## config.mk

```make
export PLATFORM = sky130hd
export DESIGN_NAME = shift_sequencer_flat
export DESIGN_NICKNAME = d
export VERILOG_FILES = /design/src/rtl/shift_sequencer_if.sv /design/src/rtl/shift_sequencer.sv /design/src/flat_wrapper.sv
export SDC_FILE = /design/constraint.sdc
export NUM_CORES = 1
export LEC_CHECK = 0
export BUFFER_PORTS_ARGS = -buffer_cell sky130_fd_sc_hd__buf_2
export CAP_MARGIN = 20
export CORE_AREA = 2 2 39 41
export CTS_BUF_LIST = sky130_fd_sc_hd__clkbuf_8
export CTS_CLUSTER_DIAMETER = 100
export DETAILED_ROUTE_END_ITERATION = 16
export DIE_AREA = 0 0 41 43
export SLEW_MARGIN = 20
export SYNTH_ARGS = -nofsm -noshare
export SYNTH_HDL_FRONTEND = slang
export SYNTH_SLANG_ARGS = --single-unit
```

## constraint.sdc

```tcl
create_clock -name i_clk -period 2.15 [get_ports i_clk]
set_input_delay 0.3225 -clock i_clk [delete_from_list [all_inputs] [get_ports i_clk]]
set_output_delay 0.3225 -clock i_clk [all_outputs]
set_load 0.05 [all_outputs]
```

## src/rtl/shift_sequencer_if.sv

```systemverilog
// Control/handshake bundle between the shift sequencer and its upstream, datapath and
// downstream users.
interface shift_sequencer_if #(
  parameter int unsigned NBITS = 16
);
  localparam int unsigned CNT_W = (NBITS > 1) ? $clog2(NBITS) : 1;

  logic             start;
  logic             ready;
  logic             abort;
  logic             load;
  logic             shift_en;
  logic [CNT_W-1:0] bit_idx;
  logic             last;
  logic             done;
  logic             ack;
  logic             busy;

  modport master (
    input  start, abort, ack,
    output ready, load, shift_en, bit_idx, last, done, busy
  );

  modport slave (
    output start, abort, ack,
    input  ready, load, shift_en, bit_idx, last, done, busy
  );
endinterface

```

## src/rtl/shift_sequencer.sv

```systemverilog
// Sequences a serial shift datapath: one load strobe, exactly NBITS shift-enable cycles,
// then a result-valid held until acknowledged. Outputs decode only registered state.
module shift_sequencer #(
  parameter int unsigned NBITS = 16
) (
  input logic              i_clk,
  input logic              i_rst,
  shift_sequencer_if.master ctrl
);
  localparam int unsigned CNT_W = (NBITS > 1) ? $clog2(NBITS) : 1;
  localparam logic [CNT_W-1:0] LastIdx = CNT_W'(NBITS - 1);

  typedef enum logic [1:0] {StIdle, StLoad, StShift, StDone} state_e;

  state_e           r_state;
  state_e           w_state_next;
  logic [CNT_W-1:0] r_cnt;
  logic [CNT_W-1:0] w_cnt_next;

  always_ff @(posedge i_clk) begin
    if (i_rst) begin
      r_state <= StIdle;
      r_cnt   <= '0;
    end else begin
      r_state <= w_state_next;
      r_cnt   <= w_cnt_next;
    end
  end

  // Abort wins over every forward transition; the counter is zero outside SHIFT.
  always_comb begin
    w_state_next = r_state;
    w_cnt_next   = '0;
    unique case (r_state)
      StIdle: begin
        if (ctrl.start && !ctrl.abort) w_state_next = StLoad;
      end
      StLoad: begin
        w_state_next = ctrl.abort ? StIdle : StShift;
      end
      StShift: begin
        if (ctrl.abort) begin
          w_state_next = StIdle;
        end else if (r_cnt == LastIdx) begin
          w_state_next = StDone;
        end else begin
          w_cnt_next = r_cnt + CNT_W'(1);
        end
      end
      StDone: begin
        if (ctrl.abort || ctrl.ack) w_state_next = StIdle;
      end
      default: w_state_next = StIdle;
    endcase
  end

  logic w_in_shift;
  assign w_in_shift = (r_state == StShift);

  assign ctrl.ready    = (r_state == StIdle);
  assign ctrl.busy     = (r_state != StIdle);
  assign ctrl.load     = (r_state == StLoad);
  assign ctrl.shift_en = w_in_shift;
  assign ctrl.bit_idx  = w_in_shift ? r_cnt : '0;
  assign ctrl.last     = w_in_shift && (r_cnt == LastIdx);
  assign ctrl.done     = (r_state == StDone);
endmodule

```

## src/flat_wrapper.sv

```systemverilog
// flat-port wrapper written by rule: the top's interface ports become plain ports
module shift_sequencer_flat 
#(
  parameter int unsigned NBITS = 16
)
  (i_clk, i_rst, ctrl_start, ctrl_abort, ctrl_ack, ctrl_ready, ctrl_load, ctrl_shift_en, ctrl_bit_idx, ctrl_last, ctrl_done, ctrl_busy);
  shift_sequencer_if #(.NBITS(NBITS)) ctrl_i ();
  input logic i_clk;
  input logic i_rst;
  input wire logic [$bits(ctrl_i.start)-1:0] ctrl_start;
  input wire logic [$bits(ctrl_i.abort)-1:0] ctrl_abort;
  input wire logic [$bits(ctrl_i.ack)-1:0] ctrl_ack;
  output wire logic [$bits(ctrl_i.ready)-1:0] ctrl_ready;
  output wire logic [$bits(ctrl_i.load)-1:0] ctrl_load;
  output wire logic [$bits(ctrl_i.shift_en)-1:0] ctrl_shift_en;
  output wire logic [$bits(ctrl_i.bit_idx)-1:0] ctrl_bit_idx;
  output wire logic [$bits(ctrl_i.last)-1:0] ctrl_last;
  output wire logic [$bits(ctrl_i.done)-1:0] ctrl_done;
  output wire logic [$bits(ctrl_i.busy)-1:0] ctrl_busy;
  assign ctrl_i.start = ctrl_start;
  assign ctrl_i.abort = ctrl_abort;
  assign ctrl_i.ack = ctrl_ack;
  assign ctrl_ready = ctrl_i.ready;
  assign ctrl_load = ctrl_i.load;
  assign ctrl_shift_en = ctrl_i.shift_en;
  assign ctrl_bit_idx = ctrl_i.bit_idx;
  assign ctrl_last = ctrl_i.last;
  assign ctrl_done = ctrl_i.done;
  assign ctrl_busy = ctrl_i.busy;
  shift_sequencer #(.NBITS(NBITS)) u_core (.i_clk(i_clk), .i_rst(i_rst), .ctrl(ctrl_i));
endmodule
```

* After elaboration in Yosys (flattened, before gate mapping) *
Cells that the tools add are included.

storage, ports and cells
  register bits = 6
  input port bits = 5
  word-level logic and storage cells = 26

cells by class
  $add $sub $neg = 1
  equal/unequal tests = 7
  mux-type cells = 7
  bitwise operators = 1
  reduce and logical (&&, ||, !) cells = 8

operator list
  cell                 number
  $mux 2               5
  $pmux 2 s4           1
  $add 4x1->4 const B  1
  $eq 2x2->1 const B   2
  $eq 4x4->1 const B   1
  $mux 4               1
  $ne 2x1->1 const B   2
  $reduce_or 4->1      1
  $ne 3x3->1 const B   1
  $reduce_and 3->1     1
  $eq 2x1->1 const B   1
  $logic_and 1x1->1    2
  $logic_not 2->1      1
  $reduce_bool 2->1    1
  $logic_not 1->1      1
  $logic_or 1x1->1     1
  $not 1->1            1

* Depth between registers and ports, before layout *
  depth after elaboration = 4
  mapped depth = 4

* Worst setup path after synthesis *
No wires, ideal clock.

  path type = flip-flop to output port
  start = register u_core.r_state[1]
  end = output ctrl_last
  data arrival time = 1544 ps
  data required time = 1827 ps
  setup slack = 283 ps
  cell stages (with the launch flop) = 4
  path buffers = 0
  cells stage by stage = dfxtp_1 nor2b_4 and2_4 and3_1

between the ends
  longest elaborated chain between the ends = 2

ends and longest elaborated chain
  what                    line                   RTL
  from (decl)             shift_sequencer.sv:15  state_e r_state;
  from (signal assigned)  shift_sequencer.sv:22  r_state <= StIdle;
  from (signal assigned)  shift_sequencer.sv:25  r_state <= w_state_next;
  $eq 2x2->1              shift_sequencer.sv:58  assign w_in_shift = (r_state == StShift);
  via ctrl_shift_en       flat_wrapper.sv:15     output wire logic [$bits(ctrl_i.shift_en)-1:0] ctrl_shift_en;
  $logic_and 1x1->1       shift_sequencer.sv:65  assign ctrl.last = w_in_shift && (r_cnt == LastIdx);
  to (decl)               flat_wrapper.sv:17     output wire logic [$bits(ctrl_i.last)-1:0] ctrl_last;

The timed path passes the listed nets, and every way through them passes these cells.

* Worst setup path in the final report *
  start = register u_core.r_state[1]
  end = output ctrl_last

between the ends
  longest elaborated chain between the ends = 2

ends and longest elaborated chain
  what               line
  $eq 2x2->1         shift_sequencer.sv:58
  $logic_and 1x1->1  shift_sequencer.sv:65

Every way passes these cells.

==> results.rst <==
.. list-table::
   :header-rows: 1

   * - Metric
     - Value
   * - Routability Congestion
     - slightly above 0.6
   * - Leading post-synthesis cells by instance count
     - dfxtp_1 (6), nor2_1 (6), and2_2 (4)
   * - Switching part of the total
     - 0.226
   * - Non-filler cells, final
     - 67
   * - Initial standard-cell utilization of the core
     - 0.214
   * - Port Buffer Count
     - 14
   * - Element type at the critical path end
     - output pin
   * - Wirelength, routed
     - approximately 630 microns
   * - Post-place setup slack
     - between 0.6 and 0.7 ns
   * - GRT Resource Usage Total
     - 0.0903
   * - Number of flip-flops and latches in the synthesized netlist
     - 6
   * - Setup TNS Final
     - 0 ns
   * - Num rows
     - 14
   * - Internal power summed over all cells
     - 242 uW
   * - Post-synthesis cell area
     - 297 sq um
   * - # Post-CTS Setup Buffers
     - 0
   * - Vias per std cell
     - 4.07
   * - Inst Count DP
     - between 60 and 70
   * - Overall die area
     - 0.00176 sq mm
   * - Switching Power
     - 70.8 uW
   * - Status
     - completed
   * - Number of global-route vias before repair
     - roughly 210
   * - Data required time of the worst path
     - roughly 1.8 ns
   * - Worst Hold Margin
     - 0.306 ns
   * - FFs w/ async S/R, synth
     - 0
   * - Number of hold buffers added after cts
     - 0
   * - Part of the power in registers
     - 0.370
   * - Number of failing setup endpoints in the final timing report
     - 0
   * - GRT overflow
     - 0
   * - Beginning of the critical path
     - u_core.r_state[1]
   * - Routed vias
     - ~270
   * - Library cell used as clock root buffer
     - clkbuf_8
   * - Overall die width
     - 41 microns
   * - Power Density
     - 731 mW/mm^2
   * - Max-Cap Viols
     - 0
   * - Final worst path period share
     - 0.785
   * - Clock Pin Slew Worst Setup and Hold Paths
     - approximately 0.040 ns
   * - Global-route wire length before repair
     - 903 microns
   * - Unrepaired setup endpoints after global routing
     - false
   * - Kind of start point of the critical path
     - flop
   * - Crit Path Max Fanout
     - 7
   * - Pin slew with the least headroom to its limit
     - 0.259 ns
   * - HP Start
     - ctrl_ack
   * - TritonCTS Sinks
     - 6
   * - Worst R2R Start
     - u_core.r_cnt[0]
   * - Number of nets with antenna violations after routing
     - 0
   * - Register-to-register setup slack
     - 1.11 ns
   * - Clock latency on the worst-skew pair
     - 0.22 ns
   * - Final Slew Violations
     - 0
   * - TritonCTS clock tree
     - yes
   * - Maximum vdd ir drop
     - 0.000376 V
   * - Proportion of layout cells with a drive suffix above 1
     - 0.471
   * - Final period demand of the worst path
     - 1.69 ns
   * - Portion of total power attributed to the clock network
     - 0.542
   * - Terminating pin of the worst hold path
     - u_core.r_state[1]
   * - Maximum root-to-sink buffer count
     - 2
   * - Reported leakage power
     - 0.000216 uW
   * - Combinational fraction of design power
     - 0.088
   * - Detailed Place HPWL
     - 475 microns
   * - Post-synth top area share
     - 0.405
   * - Number of stages on the worst hold path
     - 2
   * - Post-Syn Area per Cell
     - 8.72 sq um
   * - Ant. Diodes
     - 0
   * - WP data arrival
     - 1.37 ns
   * - Antenna violations before repair
     - 0
   * - Pre-antenna DRT Iters
     - 1
   * - Rel. slew slack
     - 0.827
   * - Count of different cell masters after synthesis
     - 18
   * - Class of the tightest hold or removal check
     - input port to flop
   * - Final critical-path setup slack
     - roughly 0.46 ns
   * - Delay of the slowest cell on the worst path
     - about 0.38 ns
   * - Drt drc
     - 0
   * - Worst R2R Path Depth
     - 4
   * - Number of instances resized during post-cts repair
     - 0
   * - Final Hold Fails
     - 0
   * - Routed wire length per instance
     - 9.40 microns
   * - Number of enable-type register cells in the synthesized netlist
     - 0
   * - Number of warnings reported in the yosys synthesis log
     - 0
   * - Core Region
     - 0.00138 sq mm
   * - Proportion of synthesized chip area in sequential cells
     - 0.405
   * - H-Tree Depth
     - 1
   * - Maximum number of pins on one net before global-route repair
     - 8
   * - Cell with the biggest individual delay on the critical path
     - dfxtp_1
   * - Synthesized netlist net count
     - 40
   * - List of cells traversed by the critical path
     - nor2b_4 > and2_4 > and3_1 > buf_2
   * - Mapped Cells
     - 34
   * - Fill cells
     - 151
   * - Peak clock frequency supported by timing
     - 592 MHz
   * - Die Span Y
     - 43 microns
   * - Number of ports placed on the die boundary
     - 15
   * - Cts bufs inserted
     - 3
   * - Setup clock skew after layout
     - 0.000680 ns
   * - Top area cells in the synthesized netlist
     - dfxtp_1 (41%), and2_2 (10%), nor2_1 (7.6%), nand3_1 (5.1%), nor2b_4 (4.6%)
   * - Iteration-0 DRC count of the detailed router
     - 0
   * - Area leader, netlist
     - dfxtp_1
   * - Class of the most critical setup path
     - flop to output pin
   * - Area Growth Syn to Fin
     - 44.3%
   * - Most used flip-flop cell after synthesis
     - dfxtp_1
   * - Layout Nets
     - 59
   * - Endpoint of the most critical register-to-register path
     - u_core.r_cnt[3]
-- cells by family after synthesis --
family / after synthesis / share of synthesized area
fa+ha+maj: 1 / 0.0422
buf+inv: 2 / 0.0253
xor+xnor: 2 / 0.0591
simple gates: 19 / 0.388
flops: 6 / 0.405
compound gates: 4 / 0.0802
-- sequential cells by signal (all words and copies together) (netlist names) --
name / count
u_core.r_state: 2
u_core.r_cnt: 4
-- cell usage in the layout, fill, tap and decap left out --
master	instances
buf_2	14
nor2_1	6
dfxtp_1	6
and2_2	4
nand3_1	3
clkbuf_8	3
inv_1	2
and2b_2	1
nor2b_4	1
and2_4	1
and3_1	1
a21boi_0	1
nor2b_1	1
o21ai_0	1
a21oi_1	1
xor2_1	1
nand2_1	1
a31oi_1	1
xnor2_1	1
ha_1	1
-- stage by stage --
step,power (uW),util,cell area (sq um)
after floorplan,137,-,297
after global placement,145,0.279,387
after detailed placement,145,0.279,387
after CTS,319,0.309,428
after global routing,327,0.309,428
final,313,0.309,428
-- layer usage --
layer / wire length [microns] / vias up / track usage / share of wire
li1: - / 145 / - / -
met5: 0 / - / 0 / 0
met2: 210 / 15 / 0.0875 / 0.33
met1: 300 / 109 / 0.112 / 0.48
met3: 80 / 4 / 0.0314 / 0.13
met4: 38 / 0 / 0.140 / 0.060
-- worst max-delay path, delay by kind of cell (launching register included) --
family | cells | cell delay, ns
buffers and inverters | 1 | 0.25
flip-flops | 1 | 0.38
AND/OR/NAND/NOR | 3 | 0.51
-- area by class of cell --
| class | count | area (sq um) | share of cell area |
|---|---|---|---|
| Inverter | 2 | 7.51 | 0.0175 |
| Multi-Input combinational cell | 26 | 169 | 0.395 |
| Clock buffer | 3 | 41.3 | 0.0965 |
| Sequential cell | 6 | 120 | 0.281 |
| Tap cell | 16 | 20.0 | 0.0468 |
| Timing Repair Buffer | 14 | 70.1 | 0.164 |
-- worst max path at each step --
stage | depth (start not counted) | slack, ns | to
floorplan | 3 | 0.28 | ctrl_last
global placement | 4 | 0.71 | ctrl_last
detailed placement | 4 | 0.69 | ctrl_last
CTS | 4 | 0.44 | ctrl_last
global route | 4 | 0.38 | ctrl_last
finish | 4 | 0.46 | ctrl_last
-- power by group through the flow --
stage | Clock [uW] | Sequential, uW | Combinational [uW]
final | 170 | 116 | 27.5
after global routing | 181 | 116 | 30.1
after CTS | 175 | 116 | 27.9
after detailed placement | 0 | 117 | 27.9
after global placement | 0 | 117 | 27.7
after floorplan | 0 | 117 | 19.9
(Power assumes the default switching activity.)
